$ cat src/rtl/fifo_frame_reader_if.sv
// Read-side bundle for fifo_frame_reader: FIFO pull port plus the framed
// valid/ready sample stream toward the FFT.
interface fifo_frame_reader_if #(
  parameter int DATA_WIDTH = 16
);
  logic                  fifo_empty;
  logic                  fifo_rd_en;
  logic [DATA_WIDTH-1:0] fifo_rd_data;
  logic [DATA_WIDTH-1:0] m_data;
  logic                  m_valid;
  logic                  m_ready;
  logic                  m_first;
  logic                  m_last;

  modport master (
    input  fifo_empty, fifo_rd_data, m_ready,
    output fifo_rd_en, m_data, m_valid, m_first, m_last
  );

  modport slave (
    output fifo_empty, fifo_rd_data, m_ready,
    input  fifo_rd_en, m_data, m_valid, m_first, m_last
  );
endinterface

$ cat src/rtl/fifo_frame_reader.sv
// Pulls samples from the async FIFO read port and re-emits them as FRAME_LEN
// blocks on a valid/ready stream; FIFO_FRAME_READER_STATS_EN adds underrun_cnt.
module fifo_frame_reader #(
  parameter int DATA_WIDTH  = 16,
  parameter int FRAME_LEN   = 64,
  parameter int FRAME_CNT_W = 16
) (
  input  logic                   rd_clk,
  input  logic                   rd_rst_n,
  input  logic                   enable,
  fifo_frame_reader_if.master    bus,
  output logic [FRAME_CNT_W-1:0] frame_cnt,
  output logic                   busy,
  output logic [15:0]            underrun_cnt
);
  localparam int IDX_W = (FRAME_LEN > 1) ? $clog2(FRAME_LEN) : 1;
  localparam logic [IDX_W-1:0] LAST_IDX = IDX_W'(FRAME_LEN - 1);

  typedef enum logic [1:0] {IDLE, ACTIVE, STOPPING} state_t;

  state_t                  state_q, state_d;
  logic                    inflight_q, inflight_d;
  logic [1:0]              occ_q, occ_d;
  logic [IDX_W-1:0]        rd_idx_q, rd_idx_d;
  logic [IDX_W-1:0]        out_idx_q, out_idx_d;
  logic [DATA_WIDTH-1:0]   data_q [2];
  logic [DATA_WIDTH-1:0]   data_d [2];
  logic [1:0]              first_q, first_d;
  logic [1:0]              last_q, last_d;
  logic [FRAME_CNT_W-1:0]  frame_cnt_q, frame_cnt_d;

  logic                    pop;
  logic                    run_ok;
  logic                    issue_ok;
  logic                    accept;
  logic                    drained;
  logic [1:0]              fill_nxt;
  logic [IDX_W-1:0]        cap_idx;

  function automatic logic [IDX_W-1:0] idx_inc(input logic [IDX_W-1:0] idx);
    return (idx == LAST_IDX) ? '0 : idx + IDX_W'(1);
  endfunction

  assign pop      = (occ_q != 2'd0) && bus.m_ready;
  assign run_ok   = (state_q == ACTIVE) || ((state_q == STOPPING) && (rd_idx_q != '0));
  // Entries committed after this edge: buffered + in flight - leaving now.
  assign fill_nxt = occ_q + {1'b0, inflight_q} - {1'b0, pop};
  assign issue_ok = run_ok && (fill_nxt < 2'd2);
  assign accept   = issue_ok && !bus.fifo_empty;
  assign drained  = (rd_idx_q == '0) && !inflight_q && (occ_q == 2'd0) && (out_idx_q == '0);
  // The sample landing now sits behind whatever is still buffered ahead of it.
  assign cap_idx  = (occ_q == 2'd0) ? out_idx_q : idx_inc(out_idx_q);

  always_comb begin
    data_d  = data_q;
    first_d = first_q;
    last_d  = last_q;
    occ_d   = fill_nxt;
    if (pop) begin
      data_d[0]  = data_q[1];
      first_d[0] = first_q[1];
      last_d[0]  = last_q[1];
    end
    if (inflight_q) begin
      if ((occ_q == 2'd0) || pop) begin
        data_d[0]  = bus.fifo_rd_data;
        first_d[0] = (cap_idx == '0);
        last_d[0]  = (cap_idx == LAST_IDX);
      end else begin
        data_d[1]  = bus.fifo_rd_data;
        first_d[1] = (cap_idx == '0);
        last_d[1]  = (cap_idx == LAST_IDX);
      end
    end
  end

  always_comb begin
    state_d     = state_q;
    inflight_d  = accept;
    rd_idx_d    = accept ? idx_inc(rd_idx_q) : rd_idx_q;
    out_idx_d   = pop ? idx_inc(out_idx_q) : out_idx_q;
    frame_cnt_d = (pop && last_q[0]) ? frame_cnt_q + FRAME_CNT_W'(1) : frame_cnt_q;
    case (state_q)
      IDLE: begin
        if (enable) state_d = ACTIVE;
      end
      ACTIVE: begin
        if (!enable) state_d = (drained && !accept) ? IDLE : STOPPING;
      end
      STOPPING: begin
        if (enable)       state_d = ACTIVE;
        else if (drained) state_d = IDLE;
      end
      default: state_d = IDLE;
    endcase
  end

  always_ff @(posedge rd_clk or negedge rd_rst_n) begin
    if (!rd_rst_n) begin
      state_q     <= IDLE;
      inflight_q  <= 1'b0;
      occ_q       <= 2'd0;
      rd_idx_q    <= '0;
      out_idx_q   <= '0;
      data_q[0]   <= '0;
      data_q[1]   <= '0;
      first_q     <= 2'b00;
      last_q      <= 2'b00;
      frame_cnt_q <= '0;
    end else begin
      state_q     <= state_d;
      inflight_q  <= inflight_d;
      occ_q       <= occ_d;
      rd_idx_q    <= rd_idx_d;
      out_idx_q   <= out_idx_d;
      data_q[0]   <= data_d[0];
      data_q[1]   <= data_d[1];
      first_q     <= first_d;
      last_q      <= last_d;
      frame_cnt_q <= frame_cnt_d;
    end
  end

  assign bus.fifo_rd_en = accept;
  assign bus.m_valid    = (occ_q != 2'd0);
  assign bus.m_data     = data_q[0];
  assign bus.m_first    = first_q[0];
  assign bus.m_last     = last_q[0];
  assign frame_cnt      = frame_cnt_q;
  assign busy           = (state_q != IDLE);

`ifdef FIFO_FRAME_READER_STATS_EN
  logic [15:0] under_q, under_d;
  logic        under_evt;

  function automatic logic [15:0] sat_inc16(input logic [15:0] v);
    return (v == 16'hFFFF) ? v : v + 16'd1;
  endfunction

  // A stall only counts when the buffer had room, i.e. the FIFO is the bottleneck.
  assign under_evt = ((state_q == ACTIVE) || (state_q == STOPPING)) && (rd_idx_q != '0) &&
                     bus.fifo_empty && ((occ_q + {1'b0, inflight_q}) < 2'd2);
  assign under_d   = under_evt ? sat_inc16(under_q) : under_q;

  always_ff @(posedge rd_clk or negedge rd_rst_n) begin
    if (!rd_rst_n) under_q <= 16'h0000;
    else           under_q <= under_d;
  end

  assign underrun_cnt = under_q;
`else
  assign underrun_cnt = 16'h0000;
`endif
endmodule
$ cat src/flat_wrapper.sv
// flat-port wrapper written by rule: the top's interface ports become plain ports
module fifo_frame_reader_flat 
#(
  parameter int DATA_WIDTH  = 16,
  parameter int FRAME_LEN   = 64,
  parameter int FRAME_CNT_W = 16
)
  (rd_clk, rd_rst_n, enable, frame_cnt, busy, underrun_cnt, bus_fifo_empty, bus_fifo_rd_data, bus_m_ready, bus_fifo_rd_en, bus_m_data, bus_m_valid, bus_m_first, bus_m_last);
  fifo_frame_reader_if #(.DATA_WIDTH(DATA_WIDTH)) bus_i ();
  input  logic rd_clk;
  input  logic rd_rst_n;
  input  logic enable;
  output logic [FRAME_CNT_W-1:0] frame_cnt;
  output logic busy;
  output logic [15:0] underrun_cnt;
  input wire logic [$bits(bus_i.fifo_empty)-1:0] bus_fifo_empty;
  input wire logic [$bits(bus_i.fifo_rd_data)-1:0] bus_fifo_rd_data;
  input wire logic [$bits(bus_i.m_ready)-1:0] bus_m_ready;
  output wire logic [$bits(bus_i.fifo_rd_en)-1:0] bus_fifo_rd_en;
  output wire logic [$bits(bus_i.m_data)-1:0] bus_m_data;
  output wire logic [$bits(bus_i.m_valid)-1:0] bus_m_valid;
  output wire logic [$bits(bus_i.m_first)-1:0] bus_m_first;
  output wire logic [$bits(bus_i.m_last)-1:0] bus_m_last;
  assign bus_i.fifo_empty = bus_fifo_empty;
  assign bus_i.fifo_rd_data = bus_fifo_rd_data;
  assign bus_i.m_ready = bus_m_ready;
  assign bus_fifo_rd_en = bus_i.fifo_rd_en;
  assign bus_m_data = bus_i.m_data;
  assign bus_m_valid = bus_i.m_valid;
  assign bus_m_first = bus_i.m_first;
  assign bus_m_last = bus_i.m_last;
  fifo_frame_reader #(.DATA_WIDTH(DATA_WIDTH), .FRAME_LEN(FRAME_LEN), .FRAME_CNT_W(FRAME_CNT_W)) u_core (.rd_clk(rd_clk), .rd_rst_n(rd_rst_n), .enable(enable), .bus(bus_i), .frame_cnt(frame_cnt), .busy(busy), .underrun_cnt(underrun_cnt));
endmodule
$ cat config.mk
export PLATFORM = sky130hd
export DESIGN_NAME = fifo_frame_reader_flat
export DESIGN_NICKNAME = d
export VERILOG_FILES = /design/src/rtl/fifo_frame_reader_if.sv /design/src/rtl/fifo_frame_reader.sv /design/src/flat_wrapper.sv
export SDC_FILE = /design/constraint.sdc
export NUM_CORES = 1
export LEC_CHECK = 0
export BUFFER_PORTS_ARGS = -buffer_cell sky130_fd_sc_hd__buf_2
export CAP_MARGIN = 15
export CELL_PAD_IN_SITES_DETAIL_PLACEMENT = 1
export CELL_PAD_IN_SITES_GLOBAL_PLACEMENT = 2
export CORE_ASPECT_RATIO = 0.6
export CORE_MARGIN = 1
export CORE_UTILIZATION = 34
export DETAILED_ROUTE_END_ITERATION = 6
export PLACE_DENSITY = 0.83
export RECOVER_POWER = 50
export REMOVE_ABC_BUFFERS = 1
export SLEW_MARGIN = 10
export SYNTH_ARGS = -nofsm -noshare
export SYNTH_HDL_FRONTEND = slang
export SYNTH_SLANG_ARGS = --single-unit
$ cat constraint.sdc
create_clock -name rd_clk -period 3.38 [get_ports rd_clk]
set_clock_uncertainty 0.1 [all_clocks]
set_input_delay 0.169 -clock rd_clk [delete_from_list [all_inputs] [get_ports rd_clk]]
set_output_delay 0.169 -clock rd_clk [all_outputs]
set_load 0.02 [all_outputs]
After elaboration in Yosys (flattened, before gate mapping)
Index checks and enable logic that the tools add are counted.

cells by class
  add/sub/neg operators = 5
  $lt $le $gt $ge = 1
  equal/unequal tests = 8
  muxes and demuxes = 19
  bitwise gates (word level) = 1
  reduce and logical (&&, ||, !) cells = 24

operator list
  kind                                                                      count
  16-bit 2-to-1 mux                                                         3
  32-bit 2-to-1 mux                                                         1
  6-bit equality test (second input constant)                               3
  6-bit logical NOT                                                         3
  6-bit 2-to-1 mux                                                          3
  16-bit by 1-bit adder with 16-bit output (second input constant)          1
  6-bit by 1-bit adder with 6-bit output (second input constant)            2
  2-bit 2-to-1 mux                                                          5
  1-bit logical AND                                                         9
  1-bit 2-to-1 mux                                                          6
  2-bit case mux with 3 select lines                                        1
  6-bit nonzero test                                                        1
  2-bit logical NOT                                                         2
  2-bit inequality test (second input constant)                             2
  2-bit nonzero test                                                        2
  1-bit logical NOT                                                         3
  3-bit by 2-bit inequality test with 1-bit output (second input constant)  1
  3-bit AND reduction                                                       1
  2-bit by 1-bit adder with 2-bit output                                    1
  2-bit by 1-bit equality test with 1-bit output (second input constant)    1
  2-bit equality test (second input constant)                               1
  1-bit logical OR                                                          2
  2-bit less-than comparator (second input constant)                        1
  2-bit AND reduction                                                       1
  other kinds (2)                                                           2

storage, ports and cells
  bits in registers = 69
  bits of input ports = 21
  output and inout bits = 53
  word-level logic and storage cells = 70

Depth between registers and ports, before layout
  depth after elaboration = 11
  mapped depth = 10
  gate-level depth less buffers = 8

Worst setup path after synthesis
No wires, ideal clock.

  path type = reg-to-reg
  start = register u_core.occ_q[1]
  end = register u_core.rd_idx_q[5]
  library setup time = 0.122 ns
  arrival time = 2.630 ns
  required time = 3.158 ns
  path slack = 0.528 ns
  cell stages (with the launch flop) = 11
  buffers on the path = 2
  clock period less this slack = 2.852 ns
  cell sequence = dfrtp_1 o21ai_1 clkbuf_1 xnor2_1 ha_1 xnor2_1 or3_4 a211oi_2 buf_4 nand3_1 a32o_1

between the ends
  word-level cells in the longest chain between the ends = 6
  elaborated cells between the ends (all ways) = 7
  classes of those cells = add/sub (2); order compare (1); reduce/logical (4)

ends and longest elaborated chain
  element                                                                         line                      source
  from (decl)                                                                     fifo_frame_reader.sv:23   logic [1:0] occ_q, occ_d;
  from (signal assigned)                                                          fifo_frame_reader.sv:102  occ_q <= 2'd0;
  from (signal assigned)                                                          fifo_frame_reader.sv:113  occ_q <= occ_d;
  branches (longest 2 deep; another with 2-bit by 1-bit adder with 2-bit output)  -
  2-bit by 1-bit subtractor with 2-bit output *                                   fifo_frame_reader.sv:47   assign fill_nxt = occ_q + {1'b0, inflight_q} - {1'b0, pop};
  2-bit less-than comparator *                                                    fifo_frame_reader.sv:48   assign issue_ok = run_ok && (fill_nxt < 2'd2);
  1-bit logical AND *                                                             fifo_frame_reader.sv:48
  1-bit logical AND *                                                             fifo_frame_reader.sv:49   assign accept = issue_ok && !bus.fifo_empty;
  via bus_fifo_rd_en                                                              flat_wrapper.sv:19        output wire logic [$bits(bus_i.fifo_rd_en)-1:0] bus_fifo_rd_en;
  to (signal assigned)                                                            fifo_frame_reader.sv:114  rd_idx_q <= rd_idx_d;
  to (decl)                                                                       fifo_frame_reader.sv:24   logic [IDX_W-1:0] rd_idx_q, rd_idx_d;

Mark *: on every way through the listed nets, which the timed path passes.
A chain may end at the register's enable or synchronous reset.

Worst setup path after layout
  start = register u_core.occ_q[1]
  end = output bus_fifo_rd_en

between the ends
  word-level cells in the longest chain between the ends = 6
  elaborated cells between the ends (all ways) = 7
  classes of those cells = add/sub (2); order compare (1); reduce/logical (4)

ends and longest elaborated chain
  element                                                                         line
  branches (longest 2 deep; another with 2-bit by 1-bit adder with 2-bit output)  -
  2-bit by 1-bit subtractor with 2-bit output *                                   fifo_frame_reader.sv:47
  2-bit less-than comparator *                                                    fifo_frame_reader.sv:48
  1-bit logical AND *                                                             fifo_frame_reader.sv:48
  1-bit logical AND *                                                             fifo_frame_reader.sv:49
  to (decl)                                                                       flat_wrapper.sv:19

Mark *: on every way between the ends.

==> results.py <==
metrics = {
    "die": {
        "fp.dieArea_sq_um": 10500,
        "num_rows": 27,
        "die_width_um": 132,
        "fp.dieH_um": 79.8,
        "boundaryPins": 74,
        "coreArea_sq_um": 9490,
        "start_util_pct": 36.2,
    },
    "power_and_ir_drop": {
        "power.total_mw": 3.27,
        "vdd_drop_max_mv": 0.316,
        "power_density_nw_per_um2": 798,
        "p_leak_nw": 1.85,
    },
    "routing": {
        "drc": 0,
        "via_count": 2516,
        "first_pass_iters": 4,
        "routed_wl_mm": 8.15,
        "vias_per_cell": 4.85,
        "wl_per_cell_um": 15.7,
        "final_antenna_net_count": 0,
        "drtIter0Drc": 90,
    },
    "yosys": {
        "synth.distinct_cells": 43,
        "synth-async-reset-ratio_pct": 100,
        "synthCells": 323,
        "yosys-top-cells-area": "dfrtp_1 (50%), buf_4 (7.2%), mux2_2 (5.9%)",
        "synth.top_cell.area_share_pct": 50.3,
        "yosysTopAreaCell": "dfrtp_1",
        "synth_area_sq_um": 3430,
        "ys_seq_area_share_pct": 50.3,
        "synthTopCellsByCount": "dfrtp_1 (69), nand2_1 (39), buf_4 (33)",
        "ys.warnings.count": 0,
        "avgSynthCellArea_sq_um": 10.6,
        "synthFlopType": "dfrtp_1",
        "synth.most_common_cell": "dfrtp_1",
        "synth_edf_count": 0,
        "ys_ff_latch": 69,
    },
    "placed_design": {
        "dp_cells": 485,
        "post_dp_cell_area_sq_um": 3680,
        "hpwl_mm": 5.51,
        "io_buffers": 57,
        "place.gp.congestion": 0.726,
    },
    "sta": {
        "finalCritPeriodShare_pct": 87.8,
        "finalHoldViolations": 0,
        "rsz0062_at_grt": "false",
        "setup_viol": 0,
        "setup_tns_ps": 0,
        "slew_viol_final": 36,
        "period_minus_slack_ps": 2970,
        "max_freq_ghz": 0.337,
        "slew_headroom_pct": -31.6,
        "tightest_slew_ps": 1970,
    },
    "setup_path": {
        "end_kind": "primary output",
        "crit_slowest_cell": "a211oi_2",
        "cpMostUsedCell": "xnor2_1",
        "crit_chain": "o21ai_2, xnor2_1, ha_1, xnor2_1, or3_4, a211oi_2, buf_2",
        "crit_required_ps": 3110,
        "regToRegSetupSlack_ps": 720,
        "arrival_ps": 2700,
        "criticalPathCategory": "flop to primary output",
        "rr_worst_depth": 8,
        "max_stage_delay_ps": 650,
        "cp_max_fo": 12,
        "critPathLaunchType": "flop",
    },
    "layout": {
        "layout-drive-gt1-share_pct": 15.9,
        "final_util_pct": 43.2,
        "fillers": 1087,
        "final_area_sq_um": 4100,
        "synthToLayoutAreaGrowth_pct": 19.4,
        "diodes": 0,
        "final_nets": 411,
        "stdcell_count": 519,
        "regArea_sq_um": 1730,
        "multiInputGateArea_sq_um": 1460,
    },
    "global_route": {
        "grt_max_degree": 36,
        "gr-usage-met1_pct": 21.2,
        "antenna_found_initial": 0,
        "grt-ovfl-total": 0,
        "use_met3_pct": 5.78,
        "grt_pass1_vias": 2658,
        "busiest_layer": "met2",
        "use_met2_pct": 27.5,
        "track_usage_pct": 16.7,
        "grt_pass1_wl_mm": 13.6,
    },
    "hold_path": {
        "holdCritPathClass": "primary input to flop",
        "hold_depth": 2,
    },
    "cts": {
        "clk-insertion-delay-late_ps": 330,
        "cts_sinks": 69,
        "ctsLongestPathBuffers": 2,
        "post_cts_resized": 0,
        "cts_setup_buffers": 0,
        "htree_levels": 3,
        "numCtsBuffers": 9,
        "cts.clk_slew.worst_paths_ps": 60,
        "cts_root_buffer": "clkbuf_16",
        "cts_tree": "yes",
    },
    "run_status": {
        "outcome": "finished with violations",
        "failed_checks": "max-capacitance violations, max-slew violations",
    },
    "job": {
        "maxCapViolations": 1,
    },
}
==> report_power, final <==
part	leakage [nW]	internal [mW]	total (mW)	switching (mW)
Combinational	0.832	0.424	1.03	0.606
Sequential	0.882	1.10	1.35	0.252
Clock	0.132	0.536	0.886	0.350
Total	1.85	2.06	3.27	1.21
==> cells by family after synthesis <==
logic type	share of synthesized area, %
DFF	50.3
buffers and inverters	9.11
muxes	11.2
AOI/OAI and AO/OA	8.31
adders and majority gates	2.19
other	0.109
xor gates and xnor gates	5.87
and+or+nand+nor	13.0
==> final timing paths <==
kind / start / endpoint
max: u_core.occ_q[1]$_DFF_PN0_ / bus_fifo_rd_en
min: bus_fifo_empty / u_core.inflight_q$_DFF_PN0_
max reg2reg: u_core.occ_q[1]$_DFF_PN0_ / u_core.rd_idx_q[5]$_DFFE_PN0P_
min reg2reg: u_core.frame_cnt[15]$_DFFE_PN0P_ / u_core.frame_cnt[15]$_DFFE_PN0P_
max in group asynchronous: rd_rst_n / u_core.out_idx_q[5]$_DFFE_PN0P_
min in group asynchronous: rd_rst_n / u_core.data_q[15]$_DFFE_PN0P_
==> timing repair <==
item / 4_1_cts / 5_1_grt
hold buffers: 18 / 0
endpoints found under the setup margin: 0 / 0
endpoints found under the hold margin: 68 / 0
==> metal layers <==
layer / vias to the layer above / routed length [um]
met5: - / 0
met4: 0 / 72
met3: 8 / 361
met2: 54 / 3660
met1: 1262 / 4060
li1: 1192 / -
==> critical path: cells and delay by family, from the launching register on <==
| kind | cells | cell delay (ps) |
|---|---|---|
| AO/OA/AOI/OAI | 2 | 840 |
| flip-flops | 1 | 430 |
| AND/OR/NAND/NOR | 1 | 390 |
| buffers and inverters | 1 | 290 |
| XOR/XNOR | 2 | 230 |
| adder cells (fa/ha/maj) | 1 | 200 |
==> cell usage in the layout, fill, tap and decap left out, types with 2 or more instances in the layout <==
cell type | synthesis | layout
dfrtp_1 | 69 | 69
nand2_1 | 39 | 39
clkbuf_1 | 10 | 39
o21ai_0 | 26 | 26
buf_2 | 1 | 20
xnor2_1 | 19 | 19
mux2i_1 | 18 | 18
mux2_2 | 18 | 18
dlygate4sd3_1 | 0 | 18
conb_1 | 1 | 16
nand3_1 | 12 | 12
clkbuf_16 | 0 | 9
nor2_1 | 7 | 7
and3_1 | 7 | 7
inv_1 | 6 | 6
nor3_1 | 6 | 6
a21oi_1 | 6 | 6
ha_1 | 6 | 6
xor2_1 | 4 | 4
nand4_1 | 4 | 4
buf_4 | 33 | 4
and2_1 | 3 | 3
nor2b_1 | 4 | 3
or3_1 | 2 | 2
a32o_1 | 2 | 2
clkinvlp_4 | 0 | 2
clkbuf_8 | 0 | 2
==> area by class of cell <==
type                       count  share of cell area (%)
clock inverter                 3                   0.489
multi-input combinational    219                    35.5
clock buffer                  13                    6.35
tap                          130                    3.97
timing repair buffer          79                    11.0
inverter                       6                   0.550
sequential                    69                    42.1
==> per-stage QoR <==
step           hold slack, ps  setup slack, ps
6_report                 20.4              413
5_1_grt                  34.0              197
4_1_cts                  7.52              383
3_5_place_dp              222              725
3_3_place_gp              212              811
2_1_floorplan            -227             -521
==> state kept, by name, indices dropped and copies added, names as in the netlist, 2 cells and up <==
register	cells
u_core.out_idx_q	6
u_core.occ_q	2
u_core.bus.m_data	16
u_core.last_q	2
u_core.rd_idx_q	6
u_core.first_q	2
u_core.data_q	16
u_core.frame_cnt	16
u_core.state_q	2
Note: power is estimated with default switching activity, not from simulation.
